<file path="config.mk">
export PLATFORM = sky130hd
export DESIGN_NAME = uart_tx
export DESIGN_NICKNAME = d
export VERILOG_FILES = /design/src/rtl/uart_pkg.sv /design/src/rtl/uart_baud_cnt.sv /design/src/rtl/uart_tx.sv
export SDC_FILE = /design/constraint.sdc
export NUM_CORES = 1
export LEC_CHECK = 0
export BUFFER_PORTS_ARGS = -buffer_cell sky130_fd_sc_hd__buf_2
export CORE_AREA = 2 2 80 82
export CTS_CLUSTER_SIZE = 8
export DETAILED_ROUTE_END_ITERATION = 8
export DIE_AREA = 0 0 82 84
export PLACE_DENSITY = 0.58
export SLEW_MARGIN = 30
export SYNTH_ARGS = -nofsm -noshare
export SYNTH_HDL_FRONTEND = slang
export SYNTH_SLANG_ARGS = --single-unit
</file>
<file path="constraint.sdc">
create_clock -name clk_i -period 1.95 [get_ports clk_i]
set_clock_uncertainty 0.1 [all_clocks]
set_input_delay 0.0975 -clock clk_i [delete_from_list [all_inputs] [get_ports clk_i]]
set_output_delay 0.0975 -clock clk_i [all_outputs]
set_load 0.02 [all_outputs]
</file>
<file path="src/rtl/uart_pkg.sv">
`default_nettype none
// ============================================================================
//  Module      : uart_pkg
//  Description : Shared UART definitions: FSM state encodings used by both
//                uart_tx and uart_rx, bit-timing helpers, parity helper.
//  Revision    : 1.0  initial release
// ============================================================================
package uart_pkg;

    // Frame-level FSM states, common to transmitter and receiver
    localparam logic [2:0] ST_IDLE   = 3'd0;
    localparam logic [2:0] ST_START  = 3'd1;
    localparam logic [2:0] ST_DATA   = 3'd2;
    localparam logic [2:0] ST_PARITY = 3'd3;
    localparam logic [2:0] ST_STOP   = 3'd4;

    // Clocks per bit period (integer divide; callers guarantee result >= 2)
    function automatic int cycles_per_bit(input int clk_hz, input int baud);
        return clk_hz / baud;
    endfunction

    // Width of a counter that must hold 0..cpb-1
    function automatic int cnt_width(input int cpb);
        return (cpb <= 2) ? 1 : $clog2(cpb);
    endfunction

    // Counter width for the default 50 MHz / 9600 baud configuration
    localparam int DEFAULT_CPB   = cycles_per_bit(50_000_000, 9_600);
    localparam int DEFAULT_CNT_W = cnt_width(DEFAULT_CPB);

    // sel=1 -> even-sum parity bit (^data); sel=0 -> its complement
    function automatic logic parity_bit(input logic [7:0] data, input logic sel);
        return sel ? (^data) : ~(^data);
    endfunction

endpackage
`default_nettype wire

</file>
<file path="src/rtl/uart_baud_cnt.sv">
`default_nettype none
// ============================================================================
//  Module      : uart_baud_cnt
//  Description : Bit-period counter. Counts 0..p_cpb-1 and flags the last
//                cycle of each bit period; held at zero while clear_i is high.
//  Revision    : 1.0  initial release
// ============================================================================
module uart_baud_cnt
    import uart_pkg::*;
#(
    parameter int p_cpb = 10
) (
    input  logic clk_i,
    input  logic rst_i,
    input  logic clear_i,
    output logic bit_end_o
);

    localparam int                CNT_W  = cnt_width(p_cpb);
    localparam logic [CNT_W-1:0]  C_LAST = CNT_W'(p_cpb - 1);

    logic [CNT_W-1:0] count_q;
    logic [CNT_W-1:0] count_d;

    assign bit_end_o = (count_q == C_LAST);

    // Next count: wrap at end of bit, hold at zero while cleared
    always_comb begin
        count_d = count_q + CNT_W'(1);
        if (clear_i || bit_end_o) begin
            count_d = '0;
        end
    end

    // Counter register
    always_ff @(posedge clk_i) begin
        if (rst_i) begin
            count_q <= '0;
        end else begin
            count_q <= count_d;
        end
    end

endmodule
`default_nettype wire

</file>
<file path="src/rtl/uart_tx.sv">
`default_nettype none
// ============================================================================
//  Module      : uart_tx
//  Description : 8-bit UART transmitter. One byte per valid/ready handshake,
//                start bit, 8 data bits LSB first, optional parity, 1 or 2
//                stop bits. tx_o is registered and idles high.
//  Revision    : 1.0  initial release
// ============================================================================
module uart_tx
    import uart_pkg::*;
#(
    parameter int p_clk_speed_hz = 50_000_000,
    parameter int p_baud_rate    = 9_600
) (
    input  logic       clk_i,
    input  logic       rst_i,
    input  logic       enable_i,
    input  logic [7:0] data_i,
    input  logic       valid_i,
    output logic       ready_o,
    input  logic       parity_en_i,
    input  logic       parity_sel_i,
    input  logic       stop_bits_i,
    output logic       tx_o,
    output logic       busy_o,
    output logic       done_o
);

    localparam int CPB = cycles_per_bit(p_clk_speed_hz, p_baud_rate);

    logic [2:0] state_q,      state_d;
    logic [7:0] shift_q,      shift_d;
    logic [2:0] bit_cnt_q,    bit_cnt_d;
    logic       parity_en_q,  parity_en_d;
    logic       parity_bit_q, parity_bit_d;
    logic       stop2_q,      stop2_d;
    logic       stop_cnt_q,   stop_cnt_d;
    logic       tx_q,         tx_d;
    logic       done_q,       done_d;

    logic       w_bit_end;
    logic       w_accept;
    logic       w_idle;

    assign w_idle   = (state_q == ST_IDLE);
    assign ready_o  = w_idle && enable_i;
    assign w_accept = valid_i && ready_o;
    assign tx_o     = tx_q;
    assign busy_o   = !w_idle;
    assign done_o   = done_q;

    // Bit timer is held at zero between frames so the start bit gets a full period
    uart_baud_cnt #(
        .p_cpb     (CPB)
    ) u_baud_cnt (
        .clk_i     (clk_i),
        .rst_i     (rst_i),
        .clear_i   (w_idle),
        .bit_end_o (w_bit_end)
    );

    // Frame sequencing; tx_d is the line level for the cycle after this edge
    always_comb begin
        state_d      = state_q;
        shift_d      = shift_q;
        bit_cnt_d    = bit_cnt_q;
        parity_en_d  = parity_en_q;
        parity_bit_d = parity_bit_q;
        stop2_d      = stop2_q;
        stop_cnt_d   = stop_cnt_q;
        tx_d         = tx_q;
        done_d       = 1'b0;

        case (state_q)
            ST_IDLE: begin
                tx_d = 1'b1;
                if (w_accept) begin
                    // Snapshot byte and line format; later input changes are ignored
                    shift_d      = data_i;
                    parity_en_d  = parity_en_i;
                    parity_bit_d = parity_bit(data_i, parity_sel_i);
                    stop2_d      = stop_bits_i;
                    bit_cnt_d    = 3'd0;
                    stop_cnt_d   = 1'b0;
                    tx_d         = 1'b0;
                    state_d      = ST_START;
                end
            end
            ST_START: begin
                if (w_bit_end) begin
                    tx_d      = shift_q[0];
                    bit_cnt_d = 3'd0;
                    state_d   = ST_DATA;
                end
            end
            ST_DATA: begin
                if (w_bit_end) begin
                    if (bit_cnt_q == 3'd7) begin
                        stop_cnt_d = 1'b0;
                        if (parity_en_q) begin
                            tx_d    = parity_bit_q;
                            state_d = ST_PARITY;
                        end else begin
                            tx_d    = 1'b1;
                            state_d = ST_STOP;
                        end
                    end else begin
                        shift_d   = {1'b0, shift_q[7:1]};
                        tx_d      = shift_q[1];
                        bit_cnt_d = bit_cnt_q + 3'd1;
                    end
                end
            end
            ST_PARITY: begin
                if (w_bit_end) begin
                    tx_d       = 1'b1;
                    stop_cnt_d = 1'b0;
                    state_d    = ST_STOP;
                end
            end
            ST_STOP: begin
                tx_d = 1'b1;
                if (w_bit_end) begin
                    if (stop_cnt_q == stop2_q) begin
                        done_d  = 1'b1;
                        state_d = ST_IDLE;
                    end else begin
                        stop_cnt_d = 1'b1;
                    end
                end
            end
            default: begin
                // Unused encodings recover straight to idle with the line high
                tx_d    = 1'b1;
                state_d = ST_IDLE;
            end
        endcase
    end

    // State and datapath registers
    always_ff @(posedge clk_i) begin
        if (rst_i) begin
            state_q      <= ST_IDLE;
            shift_q      <= 8'd0;
            bit_cnt_q    <= 3'd0;
            parity_en_q  <= 1'b0;
            parity_bit_q <= 1'b0;
            stop2_q      <= 1'b0;
            stop_cnt_q   <= 1'b0;
            tx_q         <= 1'b1;
            done_q       <= 1'b0;
        end else begin
            state_q      <= state_d;
            shift_q      <= shift_d;
            bit_cnt_q    <= bit_cnt_d;
            parity_en_q  <= parity_en_d;
            parity_bit_q <= parity_bit_d;
            stop2_q      <= stop2_d;
            stop_cnt_q   <= stop_cnt_d;
            tx_q         <= tx_d;
            done_q       <= done_d;
        end
    end

endmodule
`default_nettype wire

</file>
==> impl_results.md <==
* Result of the run: complete, but fails checks
* Violated checks: setup timing
* Count of distinct cell types in the synthesized netlist at 43
* Most frequent cells after synthesis: 33 x sky130_fd_sc_hd__dfxtp_1, 21 x sky130_fd_sc_hd__nor2_1, 12 x sky130_fd_sc_hd__a21oi_1, 10 x sky130_fd_sc_hd__mux2i_1, 10 x sky130_fd_sc_hd__xor2_1
* Arr. time, crit path at about 2100 ps
* Leakage power summed over all cells at 0.8366 nW
* Total vias in the final route at ~1500
* Largest cells by area after synthesis: sky130_fd_sc_hd__dfxtp_1 37%, sky130_fd_sc_hd__mux2i_1 5.7%, sky130_fd_sc_hd__xor2_1 5.0%
* Chip Height at 84 um
* Part of the Yosys area used for sequential elements at 37.37%
* Critical path buffer and inverter count at 0
* Largest net degree at the start of global routing at 24
* Type of element launching the critical path: register
* Antenna-violating nets left at 0
* Final non-filler cell area at between 2000 and 2500 sq um
* Fraction of final layout cells with drive strength greater than 1 at 24.78%
* CP Cell Sequence: ha_4, ha_4, o21a_1, a211o_1, or4b_1, a21oi_2
* Leading cell type by number of instances after synthesis: sky130_fd_sc_hd__dfxtp_1
* Floorplan row count at 29
* Post-synthesis net count at 211
* Dpl cells at 294
* Reg area at 663.1 sq um
* Multi-input gate area at around 1100 sq um
* Top FF cell, synth: sky130_fd_sc_hd__dfxtp_1
* Number of antenna repair diodes at 0
* Setup-failing EPs final at 1
* Final std cells w/o fill at roughly 310
* Clock edge transition at the registers on the reported setup and hold paths at 70 ps
* I/O pin count at 19
* Worst ir drop on vdd at 474.6 uV
* Worst skew pair latency at 280 ps
* Core footprint at 6096 sq um
* Kind of end point of the critical path: register
* Number of port buffers at 18
* Remaining global-route overflow at 0
* CTS root buf: sky130_fd_sc_hd__clkbuf_8
* Fraction of synthesis flops using an asynchronous set or reset pin at 0%
* Flop and latch count out of synthesis at 33
* Max Slew Vio Count at 0
* Post-synthesis average cell area at ~9.2 sq um
* Slack of the critical path at -9.013 ps
* Net switching power figure at between 0.7 and 0.8 mW
* Start-to-end type of the worst setup path: register to register
* Post-route fraction of the period consumed by the critical path at 100.5%
* Minimum clock period at 1959 ps
* Wire length per cell at approximately 13 um
* Type of the worst min-delay path: primary input to register
* First-pass GRT wire length at approximately 6.4 mm
* Number of warning messages in the yosys log at 0
* Worst-case clock buffer depth at 2
* Crit-path max FO at 4
* Final count of hold timing violations at 0
* Total half-perimeter wirelength after legalization and detailed placement at 2.794 mm
* Slew at the pin with the worst max-slew slack at 444.4 ps
* Proportion of netlist area held by the largest area contributor at a little under two fifths
* Total placed instance area at roughly 2000 sq um
* Global placement routability congestion at 0.8011
* Number of maximum-capacitance constraint violations at 0
* Htree depth at 2
* Number of instances in the synthesized netlist at ~190
* Max_slew headroom at 70.38%
* Filler cell count at 643
* Kind of cell with the highest combined delay on the critical path: compound AO/OA/AOI/OAI gates
* Area added between synthesis and finish at 24.98%
* Post-synth EDFFs at 0
* Worst stage delay on the critical path at 540 ps
* Upper clock frequency limit at 0.5105 GHz
* Power share of the combinational group at slightly below 40%
* Sequential cell fraction of total power at a little under two fifths
* Unrepaired setup endpoints after global routing: true
* DIE WIDTH at a little over 80 um
* Power Internal at about 1.4 mW
* Relative contribution of the clock network to total power at 22.6%
* Slowest-stage cell, CP: sky130_fd_sc_hd__or4b_1
* Length of the first detailed-routing pass in iterations at 4
* Switching Fraction at 35.85%
* Net count of the finished layout at 247
* Inserted Clock Buffers at 5
* CTS sink cnt at 33
* Post-route total power at 2.186 mW
* CTS tree: built
* Initial antenna violation count at 0
* Initial core utilization at 29.00%
* Starting DRT DRC Count at 64
* Die area at 6888 sq um
* Most common cell on crit path: sky130_fd_sc_hd__ha_4
* Total DRC errors in the routed layout at 0
* Areal power density over the cells at 989.2 nW/um^2
* Global-route usage over all layers at roughly an eighth
* Required time reported for the critical path endpoint at 2060 ps
* Synth area leader: sky130_fd_sc_hd__dfxtp_1
* Post-synthesis cell area at 1768 sq um
* DR vias/cell at 4.876
* Vias in the first global route at 1307
* Total wire length after detailed routing at 3.905 mm
-- registers in the layout (all words and copies together), names as in the netlist --
name                count
u_baud_cnt.count_q     13
shift_q                 8
bit_cnt_q               3
state_q                 3
done_o                  1
parity_bit_q            1
parity_en_q             1
stop2_q                 1
stop_cnt_q              1
tx_o                    1
-- power by group through the flow --
stage	registers, mW	clock network (mW)	logic (mW)
floorplan	0.826	0	0.573
global placement	0.853	0	0.818
detailed placement	0.852	0	0.823
CTS	0.838	0.517	0.849
global route	0.852	0.558	0.944
finish	0.838	0.494	0.853
-- metal layers --
metal / part of all wire (%) / GRT usage [%]
met5: 0 / 0
met4: 1.5 / 3.636
met3: 3.6 / 3.571
met2: 43 / 17.07
met1: 51 / 17.10
-- stage by stage --
stage                     util (%)  hold slack (ps)  setup slack, ps  setup TNS (ps)
after floorplan                  -            138.0            14.12               0
after global placement       33.46            235.6           -5.486          -5.486
after detailed placement     33.46            249.2           -24.53          -24.53
after CTS                    35.45            83.84            1.582               0
after global routing         36.25            94.68           -71.46          -135.2
final                        36.25            88.69           -9.013          -9.013
-- logic make-up after synthesis --
| family | count (synthesis) | share of synthesized area, % |
|---|---|---|
| xor+xnor | 20 | 10.69 |
| fa+ha+maj | 3 | 2.123 |
| mux | 11 | 6.299 |
| simple gates | 64 | 21.52 |
| compound gates | 44 | 17.69 |
| flops | 33 | 37.37 |
| buf+inv | 18 | 4.317 |
-- cell type report --
class	count	area share [%]
Clock buffer	6	3.284
Tap cell	77	4.360
Inverter	5	0.8494
Multi-Input combinational cell	142	48.47
Sequential cell	33	30.01
Timing Repair Buffer	42	12.57
Clock inverter	2	0.4530
-- placed cells by master, fill, tap and decap left out, drive strengths merged, types with 4 or more instances in the layout --
master / n
buf: 39
dfxtp: 33
nor2: 21
a21oi: 12
mux2i: 10
xor2: 10
xnor2: 9
a311oi: 8
nand2: 8
o21ai: 6
clkbuf: 6
inv: 5
nand4: 5
nand3: 4
-- worst reg2reg max path, stage by stage, from the launching register on --
cell and delay (ps):
sky130_fd_sc_hd__dfxtp_2 340, sky130_fd_sc_hd__ha_4 160, sky130_fd_sc_hd__ha_4 150, sky130_fd_sc_hd__o21a_1 170, sky130_fd_sc_hd__a211o_1 310, sky130_fd_sc_hd__or4b_1 540, sky130_fd_sc_hd__a21oi_2 120
-- timing repair --
| item | CTS | global route |
|---|---|---|
| endpoints found under the hold margin | 3 | 0 |
| pin swaps | 1 | 5 |
| setup buffers | 1 | 1 |
| resized for setup | 1 | 9 |
| hold buffers | 3 | 0 |
| endpoints found under the setup margin | 2 | 9 |
-- worst paths after layout --
path / startpoint / end / slack (ps) / cells past startpoint
max: bit_cnt_q[0]$_SDFFE_PP0P_ / bit_cnt_q[0]$_SDFFE_PP0P_ / -9 / 6
max reg2reg: bit_cnt_q[0]$_SDFFE_PP0P_ / bit_cnt_q[0]$_SDFFE_PP0P_ / -9 / 6
min reg2reg: u_baud_cnt.count_q[0]$_SDFF_PP0_ / u_baud_cnt.count_q[0]$_SDFF_PP0_ / 350 / 1
min: data_i[0] / shift_q[0]$_SDFFE_PP0P_ / 90 / 3
Power figures use the tool's default switching activity.
